--- config.mk ---
export PLATFORM = sky130hd
export DESIGN_NAME = dmem_arbiter
export DESIGN_NICKNAME = d
export VERILOG_FILES = /design/src/rtl/dmem_arbiter.sv
export SDC_FILE = /design/constraint.sdc
export NUM_CORES = 1
export LEC_CHECK = 0
export BUFFER_PORTS_ARGS = -buffer_cell sky130_fd_sc_hd__buf_4
export CORE_AREA = 5 5 147 149
export DETAILED_ROUTE_END_ITERATION = 8
export DIE_AREA = 0 0 152 154
export SYNTH_ARGS = -nofsm -noshare
export SYNTH_HDL_FRONTEND = slang
export SYNTH_SLANG_ARGS = --single-unit
--- constraint.sdc ---
create_clock -name clk -period 9.4 [get_ports clk]
set_input_delay 1.88 -clock clk [delete_from_list [all_inputs] [get_ports clk]]
set_output_delay 1.88 -clock clk [all_outputs]
set_load 0.01 [all_outputs]
--- src/rtl/dmem_arbiter.sv ---
// dmem_arbiter: round-robin CPU / external-host arbiter onto a single data-memory port,
// with store lane steering, load extension, misalignment faults and an access timeout.
module dmem_arbiter #(
  parameter int TIMEOUT = 15
) (
  input  logic        clk,
  input  logic        rst,
  input  logic        cpu_req,
  input  logic        cpu_we,
  input  logic [2:0]  cpu_func3,
  input  logic [31:0] cpu_addr,
  input  logic [31:0] cpu_wdata,
  output logic [31:0] cpu_rdata,
  output logic        cpu_stall,
  output logic        cpu_fault,
  input  logic        ext_req,
  input  logic        ext_we,
  input  logic [31:0] ext_addr,
  input  logic [31:0] ext_wdata,
  output logic        ext_done,
  output logic [31:0] ext_rdata,
  output logic        mem_en,
  output logic        mem_we,
  output logic [31:0] mem_addr,
  output logic [31:0] mem_wdata,
  output logic [3:0]  mem_wstrb,
  input  logic [31:0] mem_rdata,
  input  logic        mem_ready
);
  localparam int CW = $clog2(TIMEOUT + 1);
  typedef enum logic [1:0] {IDLE, CPU_ACC, EXT_ACC} state_t;
  state_t state, next_state;
  logic last_ext, c_we, mis, grant_cpu, grant_ext, acc, tmo, acc_end;
  logic [2:0] c_f3;
  logic [31:0] c_addr, c_wdata, lane_data, shifted, load_val;
  logic [3:0] lane_strb;
  logic [CW-1:0] cnt;
  always_ff @(posedge clk or posedge rst)
    if (rst) state <= IDLE;
    else state <= next_state;
  // External accesses are captured as word ops (func3 = LW/SW) so one lane path serves both
  always_comb begin
    mis = (cpu_func3[1:0] == 2'd1 && cpu_addr[0]) || (cpu_func3[1] && cpu_addr[1:0] != 2'd0);
    grant_cpu = state == IDLE && !rst && cpu_req && (!ext_req || last_ext);
    grant_ext = state == IDLE && !rst && ext_req && !grant_cpu;
    acc = state != IDLE;
    tmo = acc && cnt == CW'(TIMEOUT) && !mem_ready;
    acc_end = acc && (mem_ready || tmo);
    next_state = acc_end ? IDLE : (grant_cpu && !mis) ? CPU_ACC : grant_ext ? EXT_ACC : state;
    lane_strb = c_f3[1] ? 4'b1111 : c_f3[0] ? (4'b0011 << {c_addr[1], 1'b0}) : (4'b0001 << c_addr[1:0]);
    lane_data = c_f3[1] ? c_wdata : c_f3[0] ? {2{c_wdata[15:0]}} : {4{c_wdata[7:0]}};
    shifted = mem_rdata >> {c_addr[1:0], 3'b000};
    load_val = c_f3[1] ? shifted
             : c_f3[0] ? {{16{~c_f3[2] & shifted[15]}}, shifted[15:0]}
             : {{24{~c_f3[2] & shifted[7]}}, shifted[7:0]};
    mem_en = acc;
    mem_we = acc && c_we;
    mem_addr = acc ? {c_addr[31:2], 2'b00} : '0;
    mem_wdata = (acc && c_we) ? lane_data : '0;
    mem_wstrb = (acc && c_we) ? lane_strb : '0;
    cpu_rdata = (state == CPU_ACC && mem_ready && !c_we) ? load_val : '0;
    cpu_fault = (grant_cpu && mis) || (state == CPU_ACC && tmo);
    cpu_stall = cpu_req && !(cpu_fault || (state == CPU_ACC && mem_ready));
  end
  always_ff @(posedge clk or posedge rst)
    if (rst) begin
      last_ext <= 1'b1;
      cnt <= '0;
      ext_done <= 1'b0;
      ext_rdata <= '0;
      c_we <= 1'b0;
      c_f3 <= '0;
      c_addr <= '0;
      c_wdata <= '0;
    end else begin
      cnt <= (acc && !acc_end) ? cnt + 1'b1 : '0;
      ext_done <= state == EXT_ACC && acc_end;
      if (state == EXT_ACC && acc_end) ext_rdata <= mem_ready ? mem_rdata : '0;
      if (grant_cpu || grant_ext) begin
        last_ext <= grant_ext;
        c_we <= grant_ext ? ext_we : cpu_we;
        c_f3 <= grant_ext ? 3'b010 : cpu_func3;
        c_addr <= grant_ext ? ext_addr : cpu_addr;
        c_wdata <= grant_ext ? ext_wdata : cpu_wdata;
      end
    end
endmodule

# ---- Word-level counts from Yosys, hierarchy flattened
# Index checks and enable logic that the tools add are counted.
dict set report word_totals {
  register_bits 108
  out_inout_bits 137
  elab_cells 76
}
dict set report classes {
  add_sub_neg 1
  eq_ne 4
  shifts 3
  n_mux 19
  n_bitwise 3
  reduce_logical 37
}
# op count
set op_table {}
lappend op_table {{32-bit two-way mux} 10}
lappend op_table {{32-bit by 5-bit >> shifter with 32-bit output} 1}
lappend op_table {{1-bit logical AND} 19}
lappend op_table {{4-bit two-way mux} 4}
lappend op_table {{1-bit zero test} 8}
lappend op_table {{1-bit logical OR} 6}
lappend op_table {{2-bit two-way mux} 3}
lappend op_table {{4-bit by 1-bit adder with 4-bit output, second input constant} 1}
lappend op_table {{2-bit by 1-bit equality test with 1-bit output, second input constant} 2}
lappend op_table {{4-bit equality test, second input constant} 1}
lappend op_table {{2-bit nonzero test} 2}
lappend op_table {{1-bit by 2-bit left shift with 4-bit output, first input constant} 1}
lappend op_table {{2-bit by 2-bit left shift with 4-bit output, first input constant} 1}
lappend op_table {{3-bit two-way mux} 1}
lappend op_table {{3-bit nonzero test} 1}
lappend op_table {{1-bit AND} 2}
lappend op_table {{2-bit equality test, second input constant} 1}
lappend op_table {{2-bit zero test} 1}
lappend op_table {{1-bit two-way mux} 1}
lappend op_table {{1-bit NOT} 1}

# ---- Logic depth before layout (Yosys ltp)
# Gate-level depths: netlist of run 1.
dict set report logic_depth {
  ltp_word 9
  ltp_mapped 7
}

# ---- Least setup slack after synthesis of run 1
# Ideal clock, no wire load.
dict set report synth_timing {
  path_type {input port to output port}
  start {in rst}
  end {out cpu_stall}
  arrival_ns 4.960
  required_ns 7.520
  path_slack_ns 2.560
  stages 4
  cell_sequence {inv_1 > nand4_1 > o32ai_1 > nor2_1}
}
dict set report synth_via {
  elab_chain_cells 9
}
# item line
set synth_lines {}
lappend synth_lines {{from (decl)} 7} ;# input logic rst,
lappend synth_lines {{1-bit zero test (no line)} --}
lappend synth_lines {{1-bit logical AND (3 in a row)} 44} ;# grant_cpu = state == IDLE && !rst && cpu_req && (!ext_req || last_ext);
lappend synth_lines {{1-bit logical AND} 62} ;# cpu_fault = (grant_cpu && mis) || (state == CPU_ACC && tmo);
lappend synth_lines {{1-bit logical OR} 62}
lappend synth_lines {{net cpu_fault} 15} ;# output logic cpu_fault,
lappend synth_lines {{1-bit logical OR} 63} ;# cpu_stall = cpu_req && !(cpu_fault || (state == CPU_ACC && mem_ready));
lappend synth_lines {{1-bit zero test} 63}
lappend synth_lines {{1-bit logical AND} 63}
lappend synth_lines {{to (decl)} 14} ;# output logic cpu_stall,
# The timed path passes the listed nets, and every way through them passes these cells.

# ---- Worst setup path after layout of run 1
dict set report layout_timing {
  start {in mem_ready}
  end {out cpu_rdata[24]}
}
dict set report layout_via {
  elab_chain_cells 3
}
# item line
set layout_lines {}
lappend layout_lines {{from (decl)} 28} ;# input logic mem_ready
lappend layout_lines {{1-bit logical AND (2 in a row)} 61} ;# cpu_rdata = (state == CPU_ACC && mem_ready && !c_we) ? load_val : '0;
lappend layout_lines {{32-bit two-way mux} 61}
lappend layout_lines {{to (decl)} 13} ;# output logic [31:0] cpu_rdata,
# Every way passes these cells.

==> impl_metrics.json, run 1 <==
{
  "die_x_um": 152,
  "rows": 52,
  "rrSetupSlack_ns": 7.04,
  "finalWirelength_um": 23900,
  "pwr-share-comb": 0.516,
  "setup.worst_path.start_class": "input port",
  "crit_slowest_cell": "or3_1",
  "htreeDepth": 3,
  "portBuffers": 304,
  "gp_congestion": 0.858,
  "max_slew_margin": 0.308,
  "vias": 5731,
  "hold_path.class": "flop to flop",
  "cp.depth": 6,
  "arrival_ns": 3.75,
  "start_util": 0.296,
  "antenna_cells": 0,
  "finalMaxSlewViolations": 0,
  "nets": 1020,
  "p_int_mw": 1.62,
  "dieHeight_um": 154,
  "drt_iter0_drc": 224,
  "cts.sinks": 108,
  "status": "completed",
  "drv_cap": 0,
  "required_ns": 7.52,
  "coreArea_um2": 20000,
  "crit_family": "simple AND/OR/NAND/NOR gates",
  "synthCells": 583,
  "cp-end-kind": "output port",
  "synth_top_flop_cell": "dfrtp_1",
  "drt-vias-per-instance": 5.10,
  "fin_setup_tns_ns": 0,
  "die-area_um2": 23400,
  "p_sw_frac": 0.398,
  "synth_edf_count": 0,
  "firstDrtPassIters": 4,
  "vdd_drop_max_uv": 116,
  "p_leak_nw": 4.74,
  "hold_viol_final": 0,
  "grt_antenna_before_repair": 0,
  "grt_pass1_wl_um": 36500,
  "syn_to_final_growth_pct": 46.1,
  "cpMostUsedCell": "buf_4",
  "tightest_slew_ns": 1.04,
  "drc": 0,
  "placed_cell_area_um2": 8350,
  "fmax_ghz": 0.178,
  "reg2regPathDepth": 5,
  "rsz0062_at_grt": "no",
  "clk_path_buf_depth": 2,
  "fillers": 2051,
  "crit_path_end": "cpu_rdata[24]",
  "drive_gt1_frac": 0.407,
  "fin_worst_skew_ns": 0.0109,
  "post_cts_resized": 0,
  "clk_latency_ns": 0.36,
  "fin_crit_sh": 0.599,
  "overflow": 0,
  "path_clk_slew_ns": 0.08,
  "grt_usage": 0.197,
  "ys_warn_count": 0,
  "grt_max_degree": 69,
  "grt_pass1_vias": 6076,
  "clockRootBuffer": "clkbuf_16",
  "clkPwrFrac": 0.161,
  "ys_seq_area_frac": 0.455,
  "antenna_left": 0,
  "num_io_pins": 307,
  "crit_path_start": "mem_ready",
  "synth_cell_types": 49,
  "crit_type": "input port to output port",
  "cp_cell_sequence": "buf_4 > nand4bb_1 > or3_1 > nor2_2 > a21o_1 > buf_4",
  "syn_avg_cell_area_um2": 10.2,
  "wl_per_cell_um": 21.2,
  "ys_async_sr_fraction": 1.00,
  "finalCriticalPeriod_ns": 5.63,
  "finalSetupViolCount": 0,
  "stdcell_area_um2": 8680,
  "hpwl_um": 17300,
  "r2r-end": "c_wdata[29]$_DFFE_PP0P_",
  "postCtsSetupBuffers": 0,
  "p_switching_mw": 1.07,
  "p_seq_frac": 0.323,
  "tritoncts": "yes",
  "cp_max_fo": 11,
  "cp_num_buf_inv": 2,
  "cts_buffers": 9,
  "cellPowerDensity_nw_per_um2": 309,
  "cts_hold_buf": 0,
  "synth-seq-cells": 108,
  "reg2reg_from": "state[0]$_DFFE_PP0P_",
  "slowest_delay_ns": 0.67,
  "syn_area_um2": 5940
}
## cells in the final DEF, fill, tap and decap left out, types with 4 or more instances in the layout
master / n
a211oi_1: 14
a21o_1: 74
a21oi_1: 24
a221oi_1: 7
a22o_1: 97
and2_1: 31
and3_1: 9
buf_4: 311
clkbuf_16: 9
dfrtp_1: 107
inv_1: 6
mux2_2: 7
mux2i_1: 27
nand2_1: 22
nand2b_1: 4
nor2_1: 44
nor2b_1: 8
o21ai_0: 13
## worst min-delay path by stage
stage	start	to	cells after the start
after CTS	cnt[0]$_DFF_PP0_	cnt[0]$_DFF_PP0_	1
after global placement	cnt[0]$_DFF_PP0_	cnt[0]$_DFF_PP0_	1
after detailed placement	cnt[0]$_DFF_PP0_	cnt[0]$_DFF_PP0_	1
final	cnt[0]$_DFF_PP0_	cnt[0]$_DFF_PP0_	1
after global routing	cnt[0]$_DFF_PP0_	cnt[0]$_DFF_PP0_	1
after floorplan	cnt[0]$_DFF_PP0_	cnt[0]$_DFF_PP0_	1
## routing by layer
metal,GRT usage,up-vias,routed length (um)
met4,0.0518,0,425
met5,0,-,0
met3,0.0739,24,2150
li1,-,2665,-
met1,0.238,2797,9830
met2,0.334,245,11500
## cells in the mapped netlist, drive strengths merged, types with 2 or more instances
library cell  count  area share
dfrtp           107        0.45
a22o             97        0.14
a21o             74       0.094
nor2             46       0.031
clkbuf           33       0.021
and2             31       0.033
mux2i            27       0.045
a21oi            24       0.020
buf              24       0.026
nand2            22       0.014
a211oi           14       0.018
o21ai            13       0.011
and3              9      0.0095
inv               8      0.0051
nor2b             8      0.0084
a221oi            7       0.010
mux2              7       0.013
nand2b            4      0.0042
and4              2      0.0029
nand3             2      0.0017
or2               2      0.0021
or3               2      0.0029
## final cells by class
class / instances / area (um2) / area share
Clock buffer: 9 / 225 / 0.0259
Clock inverter: 7 / 106 / 0.0122
Inverter: 8 / 32.5 / 0.00375
Multi-Input combinational cell: 411 / 2940 / 0.339
Sequential cell: 108 / 2700 / 0.311
Tap cell: 270 / 338 / 0.0389
Timing Repair Buffer: 311 / 2330 / 0.269
## metrics by stage
step	utilization	power (mW)	cells	setup WS (ns)	hold slack [ns]
2_1_floorplan	-	1.69	584	2.56	0.431
3_3_place_gp	0.417	2.27	1108	3.76	0.456
3_5_place_dp	0.417	2.27	1108	3.69	0.453
4_1_cts	0.433	2.72	1124	3.69	0.472
6_report	0.433	2.69	1124	3.77	0.469
5_1_grt	0.433	2.87	1124	3.58	0.500
## cell families (layout without fill, tap and decap cells)
logic type | Yosys count | in the layout | share of synthesized area
AOI/OAI and AO/OA | 237 | 237 | 0.308
xor gates and xnor gates | 2 | 2 | 0.00295
adders and majority gates | 1 | 1 | 0.00211
buffers and inverters | 65 | 335 | 0.0516
DFF | 108 | 108 | 0.455
muxes | 35 | 35 | 0.0626
other | 1 | 2 | 0.000631
and+or+nand+nor | 134 | 134 | 0.117
## sequential cells by signal, summed over array words and instances, names as in the netlist
register / cells
ext_rdata: 32
c_we: 1
last_ext: 1
c_addr: 32
cnt: 4
c_wdata: 32
state: 2
ext_done: 1
c_f3: 3
## power groups by stage
stage	clock network [mW]	registers (mW)	logic [mW]
after floorplan	0	0.823	0.868
after global placement	0	0.872	1.40
after detailed placement	0	0.874	1.40
after CTS	0.444	0.868	1.40
after global routing	0.465	0.897	1.51
final	0.432	0.867	1.39
(Power assumes the default switching activity.)
==> inputs of run 2 (changes only) <==
Clock period 9.4 ns to 5.2 ns, I/O delays scaled along.
==> impl_metrics.json, run 2 (synthesis results as in run 1) <==
{
  "grt_usage": 0.198,
  "rows": 52,
  "antenna_cells": 0,
  "portBuffers": 304,
  "post_cts_resized": 0,
  "path_clk_slew_ns": 0.08,
  "hold_viol_final": 0,
  "pwr-share-comb": 0.521,
  "clockRootBuffer": "clkbuf_16",
  "die_x_um": 152,
  "start_util": 0.296,
  "finalCriticalPeriod_ns": 3.98,
  "top_regs": "c_addr: 32 flops, c_wdata: 32 flops, ext_rdata: 32 flops",
  "wl_per_cell_um": 21.3,
  "antenna_left": 0,
  "gp_congestion": 0.828,
  "dieHeight_um": 154,
  "drc": 0,
  "layout_commonest_cell": "buf_4",
  "reg2regPathDepth": 5,
  "clkPwrFrac": 0.150,
  "die-area_um2": 23400,
  "vias": 5772,
  "totalPowerFinal_mw": 4.80,
  "cts_buffers": 9,
  "p_switching_mw": 1.92,
  "drv_cap": 0,
  "p_sw_frac": 0.400,
  "tightest_slew_ns": 1.03,
  "max_slew_margin": 0.315,
  "p_seq_frac": 0.329,
  "firstDrtPassIters": 4,
  "crit_path_start": "mem_ready",
  "vdd_drop_max_uv": 245,
  "nets": 1023,
  "status": "completed",
  "multiInputGateArea_um2": 2940,
  "final_util": 0.433,
  "setup.worst_path.start_class": "input port",
  "final_cells": 1127,
  "fmax_ghz": 0.251,
  "fillers": 2030,
  "cp_max_fo": 11,
  "finalWirelength_um": 24000,
  "fin_worst_skew_ns": 0.0132,
  "reg2reg_from": "state[0]$_DFFE_PP0P_",
  "p_leak_nw": 4.75,
  "grt_pass1_vias": 6008,
  "required_ns": 4.16,
  "crit_type": "input port to output port",
  "cp-end-kind": "output port",
  "syn_to_final_growth_pct": 46.0,
  "cts.sinks": 108,
  "crit_path_end": "cpu_rdata[16]",
  "hpwl_um": 17600,
  "drive_gt1_frac": 0.410,
  "clk_path_buf_depth": 2,
  "postCtsSetupBuffers": 0,
  "tritoncts": "yes",
  "htreeDepth": 3,
  "grt_pass1_wl_um": 36700,
  "hold_path.class": "flop to flop",
  "drt_iter0_drc": 271,
  "final_cell_mix": "buf_4, dfrtp_1, a22o_1",
  "finalSetupViolCount": 0,
  "coreArea_um2": 20000,
  "post-place-cells": 1111,
  "cellPowerDensity_nw_per_um2": 553,
  "arrival_ns": 2.94,
  "fin_setup_tns_ns": 0,
  "p_int_mw": 2.88,
  "num_io_pins": 307,
  "rrSetupSlack_ns": 2.88,
  "fin_crit_sh": 0.766,
  "clk_latency_ns": 0.35,
  "r2r-end": "c_wdata[25]$_DFFE_PP0P_",
  "drt-vias-per-instance": 5.12,
  "cts_hold_buf": 0,
  "grt_antenna_before_repair": 0,
  "overflow": 0,
  "rsz0062_at_grt": "no",
  "regArea_um2": 2700,
  "grt_max_degree": 74,
  "finalMaxSlewViolations": 0
}
[run 2: changes by cell type in the layout (fill, tap and decap cells not counted)]
cell / delta
buf_4: +3
bufinv_16: -1
clkinv_2: +2
clkinv_4: +1
clkinvlp_4: -1
inv_6: +1
inv_8: -2
[run 2: cell type report]
class,count,area share
Inverter,8,0.00375
Clock buffer,9,0.0260
Tap cell,270,0.0390
Multi-Input combinational cell,411,0.339
Clock inverter,7,0.00851
Timing Repair Buffer,314,0.272
Sequential cell,108,0.312
[run 2: worst min path at each step]
| stage | slack [ns] | start | cells after the start | to |
|---|---|---|---|---|
| after floorplan | 0.43 | cnt[0]$_DFF_PP0_ | 1 | cnt[0]$_DFF_PP0_ |
| after global placement | 0.45 | cnt[0]$_DFF_PP0_ | 1 | cnt[0]$_DFF_PP0_ |
| after detailed placement | 0.46 | cnt[0]$_DFF_PP0_ | 1 | cnt[0]$_DFF_PP0_ |
| after CTS | 0.47 | cnt[0]$_DFF_PP0_ | 1 | cnt[0]$_DFF_PP0_ |
| after global routing | 0.49 | cnt[0]$_DFF_PP0_ | 1 | cnt[0]$_DFF_PP0_ |
| final | 0.47 | cnt[0]$_DFF_PP0_ | 1 | cnt[0]$_DFF_PP0_ |
[run 2: power groups by stage]
| stage | registers (mW) | logic, mW | clock network (mW) |
|---|---|---|---|
| after detailed placement | 1.59 | 2.52 | 0 |
| after floorplan | 1.49 | 1.57 | 0 |
| final | 1.58 | 2.50 | 0.718 |
| after CTS | 1.58 | 2.53 | 0.740 |
| after global placement | 1.59 | 2.53 | 0 |
| after global routing | 1.64 | 2.73 | 0.765 |
[run 2: layer usage]
| metal | GRT usage | vias up | routed length, um |
|---|---|---|---|
| met5 | 0 | - | 0 |
| met4 | 0.0462 | 0 | 269 |
| met3 | 0.0725 | 14 | 2240 |
| met2 | 0.340 | 265 | 11800 |
| met1 | 0.238 | 2809 | 9700 |
| li1 | - | 2684 | - |
[run 2: through the flow]
step	worst slack [ns]	hold slack, ns	instance area, um2
2_1_floorplan	0.0397	0.431	5940
3_3_place_gp	1.28	0.453	8370
3_5_place_dp	1.20	0.456	8370
4_1_cts	1.20	0.473	8670
5_1_grt	1.07	0.488	8670
6_report	1.22	0.469	8670
[run 2: critical path: stages]
cell and delay [ns]:
buf_4 0.10, nand4bb_1 0.50, a2111oi_2 0.53, o211ai_1 0.35
o21ai_0 0.24, buf_4 0.18
